[config.mk]
export PLATFORM = sky130hd
export DESIGN_NAME = wb_rr_arbiter
export DESIGN_NICKNAME = d
export VERILOG_FILES = /design/src/rtl/wb_arb_pkg.sv /design/src/rtl/wb_rr_arbiter_rr_pick.sv /design/src/rtl/wb_rr_arbiter.sv
export SDC_FILE = /design/constraint.sdc
export NUM_CORES = 1
export LEC_CHECK = 0
export BUFFER_PORTS_ARGS = -buffer_cell sky130_fd_sc_hd__buf_2
export CAP_MARGIN = 10
export CORE_AREA = 2 2 111 113
export CTS_CLUSTER_DIAMETER = 200
export DETAILED_ROUTE_END_ITERATION = 8
export DIE_AREA = 0 0 113 115
export PLACE_DENSITY = 0.46
export SLEW_MARGIN = 20
export SYNTH_ARGS = -nofsm -noshare
export SYNTH_HDL_FRONTEND = slang
export SYNTH_SLANG_ARGS = --single-unit
export TNS_END_PERCENT = 20
[constraint.sdc]
create_clock -name clk -period 1.64 [get_ports clk]
set_input_delay 0.246 -clock clk [delete_from_list [all_inputs] [get_ports clk]]
set_output_delay 0.246 -clock clk [all_outputs]
set_load 0.05 [all_outputs]
[src/rtl/wb_arb_pkg.sv]
// ============================================================================
// Module      : wb_arb_pkg
// Description : Shared types and constants for the round-robin Wishbone
//               arbiter: FSM state encoding, default timeout and the data
//               word returned on a forced termination.
// Revision    : 1.0 - initial release
// ============================================================================
`default_nettype none

package wb_arb_pkg;

  typedef enum logic [0:0] {
    IDLE = 1'b0,
    BUSY = 1'b1
  } arb_state_e;

  localparam int          TIMEOUT_DEFAULT = 255;
  localparam logic [31:0] ARB_ERR_DATA    = 32'hDEADBEEF;
  // Width of the stall counter used when the timeout feature is built in.
  localparam int          TO_CNT_W        = 16;

endpackage

`default_nettype wire

[src/rtl/wb_rr_arbiter_rr_pick.sv]
// ============================================================================
// Module      : rr_pick
// Description : Combinational round-robin picker. Returns a one-hot grant for
//               the first asserted request at or after ptr_i, wrapping from
//               N-1 back to 0. Zero when no request is asserted.
// Ports       : req_i [N]   request vector
//               ptr_i [PW]  highest-priority index
//               gnt_o [N]   one-hot grant
// Revision    : 1.0 - initial release
// ============================================================================
`default_nettype none

module rr_pick #(
  parameter int N  = 2,
  parameter int PW = (N > 1) ? $clog2(N) : 1
) (
  input  logic [N-1:0]  req_i,
  input  logic [PW-1:0] ptr_i,
  output logic [N-1:0]  gnt_o
);

  localparam int SW = PW + 1;

  logic          found;
  logic [SW-1:0] sum;
  logic [PW-1:0] idx;

  always_comb begin
    gnt_o = '0;
    found = 1'b0;
    sum   = '0;
    idx   = '0;
    for (int i = 0; i < N; i++) begin
      // Modular walk starting at the pointer; one extra bit avoids overflow
      // before the wrap subtraction.
      sum = {1'b0, ptr_i} + SW'(i);
      if (sum >= SW'(N)) sum = sum - SW'(N);
      idx = sum[PW-1:0];
      if (!found && req_i[idx]) begin
        gnt_o[idx] = 1'b1;
        found      = 1'b1;
      end
    end
  end

endmodule

`default_nettype wire

[src/rtl/wb_rr_arbiter.sv]
// ============================================================================
// Module      : wb_rr_arbiter
// Description : Round-robin Wishbone arbiter sharing one slave port among
//               N_MASTERS masters. Grant is registered and held while the
//               granted master keeps cyc high; one idle cycle separates
//               consecutive grants. Optional stall timeout is compiled in
//               with macro WB_ARB_TIMEOUT_EN.
// Ports       : clk, reset (sync, active high)
//               m_cyc_i/m_stb_i/m_we_i [N], m_adr_i/m_dat_i [32N], m_sel_i [4N]
//               m_dat_o [32] (broadcast), m_ack_o [N]
//               s_cyc_o/s_stb_o/s_we_o, s_adr_o/s_dat_o [32], s_sel_o [4]
//               s_dat_i [32], s_ack_i
//               grant_o [N] one-hot grant, timeout_o sticky forced-end flag
// Revision    : 1.0 - initial release
// ============================================================================
`default_nettype none

module wb_rr_arbiter
  import wb_arb_pkg::*;
#(
  parameter int N_MASTERS = 2,
  parameter int TIMEOUT   = TIMEOUT_DEFAULT
) (
  input  logic                    clk,
  input  logic                    reset,
  input  logic [N_MASTERS-1:0]    m_cyc_i,
  input  logic [N_MASTERS-1:0]    m_stb_i,
  input  logic [N_MASTERS-1:0]    m_we_i,
  input  logic [32*N_MASTERS-1:0] m_adr_i,
  input  logic [32*N_MASTERS-1:0] m_dat_i,
  input  logic [4*N_MASTERS-1:0]  m_sel_i,
  output logic [31:0]             m_dat_o,
  output logic [N_MASTERS-1:0]    m_ack_o,
  output logic                    s_cyc_o,
  output logic                    s_stb_o,
  output logic                    s_we_o,
  output logic [31:0]             s_adr_o,
  output logic [31:0]             s_dat_o,
  output logic [3:0]              s_sel_o,
  input  logic [31:0]             s_dat_i,
  input  logic                    s_ack_i,
  output logic [N_MASTERS-1:0]    grant_o,
  output logic                    timeout_o
);

  localparam int PW = $clog2(N_MASTERS);

  arb_state_e             state_q;
  logic [N_MASTERS-1:0]   grant_q;
  logic [PW-1:0]          ptr_q;
  logic [N_MASTERS-1:0]   w_pick;
  logic [PW-1:0]          w_gidx;
  logic                   w_gcyc;
  logic                   w_expire;

  logic [31:0] w_adr [N_MASTERS];
  logic [31:0] w_dat [N_MASTERS];
  logic [3:0]  w_sel [N_MASTERS];

  for (genvar k = 0; k < N_MASTERS; k++) begin : g_unpack
    assign w_adr[k] = m_adr_i[32*k +: 32];
    assign w_dat[k] = m_dat_i[32*k +: 32];
    assign w_sel[k] = m_sel_i[4*k +: 4];
  end

  rr_pick #(.N(N_MASTERS), .PW(PW)) u_pick (
    .req_i (m_cyc_i),
    .ptr_i (ptr_q),
    .gnt_o (w_pick)
  );

  always_comb begin
    w_gidx = '0;
    for (int i = 0; i < N_MASTERS; i++) begin
      if (grant_q[i]) w_gidx = PW'(i);
    end
  end

  // Slave-side mux. Everything is 0 in IDLE; stb is only forwarded while the
  // granted master also holds cyc.
  always_comb begin
    w_gcyc  = 1'b0;
    s_stb_o = 1'b0;
    s_we_o  = 1'b0;
    s_adr_o = '0;
    s_dat_o = '0;
    s_sel_o = '0;
    if (state_q == BUSY) begin
      w_gcyc  = m_cyc_i[w_gidx];
      s_stb_o = m_cyc_i[w_gidx] & m_stb_i[w_gidx];
      s_we_o  = m_we_i[w_gidx];
      s_adr_o = w_adr[w_gidx];
      s_dat_o = w_dat[w_gidx];
      s_sel_o = w_sel[w_gidx];
    end
  end

  assign s_cyc_o = w_gcyc;
  assign grant_o = grant_q;

  // An ack arriving after the master dropped cyc belongs to an aborted
  // transfer and is swallowed.
  assign m_ack_o = grant_q & {N_MASTERS{w_gcyc & (s_ack_i | w_expire)}};
  assign m_dat_o = w_expire ? ARB_ERR_DATA : s_dat_i;

  always_ff @(posedge clk) begin
    if (reset) begin
      state_q <= IDLE;
      grant_q <= '0;
      ptr_q   <= '0;
    end else begin
      case (state_q)
        IDLE: begin
          if (|m_cyc_i) begin
            grant_q <= w_pick;
            state_q <= BUSY;
          end
        end
        BUSY: begin
          if (!w_gcyc) begin
            grant_q <= '0;
            ptr_q   <= (w_gidx == PW'(N_MASTERS - 1)) ? '0 : w_gidx + 1'b1;
            state_q <= IDLE;
          end
        end
        default: begin
          grant_q <= '0;
          state_q <= IDLE;
        end
      endcase
    end
  end

`ifdef WB_ARB_TIMEOUT_EN
  logic [TO_CNT_W-1:0] to_cnt_q;
  logic [TO_CNT_W-1:0] to_cnt_d;
  logic [TO_CNT_W-1:0] w_cnt_cur;
  logic                stb_q;
  logic                timeout_q;
  logic                w_stall;

  assign w_stall   = s_stb_o & ~s_ack_i;
  // A fresh strobe starts from zero regardless of any leftover count.
  assign w_cnt_cur = (s_stb_o & ~stb_q) ? '0 : to_cnt_q;
  // Ack in the expiry cycle wins because w_stall excludes s_ack_i.
  assign w_expire  = w_stall & (w_cnt_cur == TO_CNT_W'(TIMEOUT - 1));

  always_comb begin
    to_cnt_d = w_cnt_cur;
    if (state_q != BUSY || s_ack_i || w_expire) to_cnt_d = '0;
    else if (w_stall)                           to_cnt_d = w_cnt_cur + 1'b1;
  end

  always_ff @(posedge clk) begin
    if (reset) begin
      to_cnt_q  <= '0;
      stb_q     <= 1'b0;
      timeout_q <= 1'b0;
    end else begin
      to_cnt_q  <= to_cnt_d;
      stb_q     <= s_stb_o;
      timeout_q <= timeout_q | w_expire;
    end
  end

  assign timeout_o = timeout_q;
`else
  assign w_expire  = 1'b0;
  assign timeout_o = 1'b0;
`endif

endmodule

`default_nettype wire

# == After elaboration in Yosys (flattened, before gate mapping) ==
# Index checks and enable logic that the tools add are counted.
# word_totals
output_inout_bits,108
input_bits,177
reg_bits,4
word_cells,73
# classes
reduce_logical,7
bitwise_logic,7
muxes,42
n_eq_ne,2
magnitude_cmp,8
n_addsub,4
# op_table
cell,count
32-bit 2-to-1 mux,8
1-bit 2-to-1 mux,22
4-bit 2-to-1 mux,4
2-bit 2-to-1 mux,4
1-bit by 2-bit < comparator with 1-bit output (second input constant),3
2-bit greater-or-equal comparator (second input constant),2
2-bit inequality test (second input constant),2
2-bit one-hot mux with 2 select lines,1
2-bit AND reduction,2
1-bit logical AND,3
1-bit by 1-bit adder with 2-bit output (second input constant),1
1-bit AND,2
2-bit AND,1
1-bit demux with 1-bit select,2
1-bit greater-or-equal comparator (second input constant),2
1-bit by 2-bit greater-or-equal comparator with 1-bit output (second input constant),1
1-bit NOT,2
1-bit NOT with 2-bit output,1
2-bit OR,1
1-bit one-hot mux with 2 select lines,1
2-bit OR reduction,1
1-bit subtractor (second input constant),2
1-bit adder (second input constant),1
1-bit logical NOT,1

# == Logic depth before layout (Yosys ltp) ==
# logic_depth
depth_word,11
ltp_mapped,5
mapped_depth_nobuf,3

# == Cells and area by module ==
# A second synthesis with hierarchy kept.
# hier_totals
hier_cells,217
hier_area_um2,1657.8
# modules_own_cells
module,instances,area_each_um2,cells_each,seq_area_each_um2
wb_rr_arbiter,1,1639.1,214,80.1
rr_pick,1,18.8,3,0.0

# == Least setup slack after synthesis ==
# OpenSTA, ideal clock, no wires.
# synth_timing
path_kind,register to output
startpoint,"reg grant_q[1], in the netlist grant_o[1]"
endpoint,out m_ack_o[0]
stages_incl_launch_ff,5
arrival_ns,1.841
setup_slack_ns,-0.447
t_required_ns,1.394
n_path_buf,1
cell_sequence,dfxtp_1 > buf_6 > mux2i_2 > nor2_1 > and3_1
# synth_between
elab_chain_len,6
# synth_lines
element,line,source
"start, declared",wb_rr_arbiter.sv:49,logic [N_MASTERS-1:0] grant_q;
"start signal, assigned",wb_rr_arbiter.sv:115,grant_q <= w_pick;
1-bit 2-to-1 mux,wb_rr_arbiter.sv:75,if (grant_q[i]) w_gidx = PW'(i);
1-bit 2-to-1 mux (not written as such) (2 in series),wb_rr_arbiter.sv:89,w_gcyc = m_cyc_i[w_gidx];
1-bit 2-to-1 mux,wb_rr_arbiter.sv:88,if (state_q == BUSY) begin
named net s_cyc_o,wb_rr_arbiter.sv:34,"output logic s_cyc_o,"
1-bit AND,wb_rr_arbiter.sv:103,assign m_ack_o = grant_q & {N_MASTERS{w_gcyc & (s_ack_i | w_expire)}};
2-bit AND,wb_rr_arbiter.sv:103,
"end, declared",wb_rr_arbiter.sv:33,"output logic [N_MASTERS-1:0] m_ack_o,"
# The timed path passes the listed nets, and every way through them passes these cells. The select of a mux whose other input is x is not followed.

# == Final worst setup path ==
# layout_timing
startpoint,"reg grant_q[1], in the netlist grant_o[1]"
endpoint,out m_ack_o[1]
# layout_between
elab_chain_len,6
# layout_lines
element,line
1-bit 2-to-1 mux,wb_rr_arbiter.sv:75
1-bit 2-to-1 mux (not written as such) (2 in series),wb_rr_arbiter.sv:89
1-bit 2-to-1 mux,wb_rr_arbiter.sv:88
1-bit AND,wb_rr_arbiter.sv:103
2-bit AND (*),wb_rr_arbiter.sv:103
# Mark *: on every way between the ends. The rest lies on a longest branch, timed or not. The select of a mux whose other input is x is not followed.

==> results.json <==
{
  "outcome": "complete, but fails checks",
  "violations": "design-rule violations, negative setup slack",
  "fp.dieArea_mm2": 0.0130,
  "cts_tree": "built",
  "worstPathMaxFanout": 6,
  "clkSlewWorstSetupHoldPaths_ps": 30,
  "wirelength_um": 7680,
  "power_mw": 1.76,
  "cp-start-kind": "register",
  "fp.dieH_um": 115,
  "grt_pass1_vias": 1946,
  "grt_antenna_before_repair": 0,
  "netlist_area_mm2": 0.00160,
  "drtPass1Iterations": 6,
  "dp_hpwl_um": 5450,
  "cts_hold_buf": 0,
  "cap_violations": 0,
  "fillers": 1277,
  "grt_max_degree": 44,
  "crit_slowest_cell": "dfxtp_4",
  "clock-root-buffer": "clkbuf_16",
  "postSynthAreaPerCell_um2": 7.23,
  "clk_latency_ps": 230,
  "antennaDiodeCount": 0,
  "core-area_mm2": 0.0118,
  "hold_viol_final": 0,
  "ys_warn_count": 0,
  "crit_arrival_ps": 1430,
  "required_ps": 1390,
  "leakage_nw": 1.56,
  "cts_max_path_buffers": 2,
  "ys_types": 25,
  "antenna_left": 0,
  "cp_num_buf_inv": 2,
  "syn_nets": 399,
  "path_class": "reg -> out",
  "synth_seq_cells": 4,
  "io_buffers": 219,
  "nNetsFinal": 586,
  "cts_sinks": 4,
  "rsz0062_at_grt": "true",
  "setup_viol": 4,
  "power_density_mw_per_mm2": 569,
  "cts_buffers": 3,
  "ios": 285,
  "pre_cts_ws_ps": 127,
  "yosysTopAreaCell": "mux2i_1",
  "r2r_setup_slack_ps": 340,
  "synth_top_area_frac": 0.437,
  "fmax_ghz": 0.595,
  "row_count": 40,
  "drtIter0Drc": 96,
  "critPathMaxStageDelay_ps": 350,
  "hp-class": "in -> reg",
  "fin_ws_ps": -40.8,
  "clock_skew_ps": 2.04,
  "die_w_um": 113,
  "viasPerCell": 3.99,
  "wl_per_cell_um": 13.8,
  "drv_slew": 0,
  "crit_path_end_kind": "output port",
  "layout-drive-gt1-share": 0.627,
  "vias": 2212,
  "vdd_drop_max_uv": 230,
  "start_util": 0.136,
  "fin_crit_sh": 1.02,
  "synth_cells": 222,
  "drc": 20,
  "crit_chain": "buf_12 > mux2i_4 > nor2_4 > and3_2 > buf_6",
  "syn2layout_area_growth_pct": 93.1,
  "h-tree-depth": 1,
  "grt_use_total": 0.0883,
  "critical_path.top_delay_family": "flip-flops",
  "synth_area_leaders": "mux2i_1 44%, buf_4 17%, nor2_1 17%",
  "synth-seq-area-share": 0.0499,
  "grt_remaining_overflow": 0,
  "final_common_cell": "buf_2",
  "layout_min_cycle_time_ps": 1680,
  "place_congestion": 0.660,
  "final_cell_mix": "179 x buf_2, 65 x nor2_1, 64 x mux2i_1, 25 x buf_6, 19 x buf_4",
  "grt_pass1_wl_um": 9200
}
==> routing by layer <==
| metal | vias to the layer above | track usage | wire length (um) |
|---|---|---|---|
| met1 | 966 | 0.0915 | 2870 |
| met4 | 0 | 0.0293 | 118 |
| met5 | - | 0 | 0 |
| met2 | 152 | 0.172 | 3970 |
| li1 | 1079 | - | - |
| met3 | 15 | 0.0227 | 723 |
==> cells by family (layout without fill, tap and decap cells) <==
| family | after synthesis | in the layout | share of synthesized area |
|---|---|---|---|
| other | 1 | 1 | 0.00234 |
| buffers and inverters | 55 | 241 | 0.254 |
| muxes | 71 | 71 | 0.445 |
| AOI/OAI and AO/OA | 12 | 12 | 0.0530 |
| and+or+nand+nor | 79 | 79 | 0.195 |
| DFF | 4 | 4 | 0.0499 |
==> area by class of cell <==
cell class / count / area [um^2] / share of cell area
clock buffer: 4 / 78.8 / 0.0254
inverter: 4 / 15.0 / 0.00485
multi-input combinational: 163 / 1200 / 0.387
sequential: 4 / 83.8 / 0.0271
tap: 147 / 184 / 0.0594
timing repair buffer: 233 / 1540 / 0.496
==> per-stage QoR <==
stage	util	hold WS, ps	area (um^2)	std cells	setup TNS, ps
after floorplan	-	312	1630	222	-3830
after global routing	0.262	259	3100	555	-1450
after CTS	0.231	239	2730	547	-1110
final	0.262	243	3100	555	-82.4
after global placement	0.220	477	2600	543	0
after detailed placement	0.220	474	2600	543	0
==> registers in the layout (all words and copies together), names as in the netlist <==
name,cells
grant_o,2
state_q,1
ptr_q,1
==> synth_stat cells, drive strengths merged <==
cell type / number
o21ai: 2
nand2b: 2
dfxtp: 4
and2: 1
and3: 2
nor2b: 1
a21oi: 4
o2bb2ai: 1
mux2i: 71
nor3: 1
nor2: 72
inv: 4
a221oi: 1
a311oi: 1
o21bai: 1
conb: 1
buf: 47
clkbuf: 4
o211ai: 1
a21o: 1
==> power breakdown <==
group | switching, mW | leakage, nW | internal (mW) | total, mW
Clock | 0.0818 | 0.0382 | 0.322 | 0.404
Sequential | 0.00942 | 0.0339 | 0.107 | 0.116
Combinational | 0.764 | 1.48 | 0.478 | 1.24
==> timing repair <==
| action | in CTS | in global routing |
|---|---|---|
| buffers inserted | 0 | 2 |
| resized for setup | 14 | 95 |
| hold endpoints to repair | 0 | 0 |
| setup endpoints to repair | 43 | 68 |
| cloned | 0 | 6 |
==> final timing paths <==
check | depth (start not counted) | start | endpoint
worst max-delay path | 5 | grant_o[1]$_SDFFE_PP0P_ | m_ack_o[1]
worst min-delay path | 2 | reset | grant_o[0]$_SDFFE_PP0P_
worst max register to register | 5 | grant_o[1]$_SDFFE_PP0P_ | grant_o[0]$_SDFFE_PP0P_
worst min register to register | 2 | ptr_q$_SDFFE_PP0P_ | ptr_q$_SDFFE_PP0P_
Note: power is estimated with default switching activity, not from simulation.
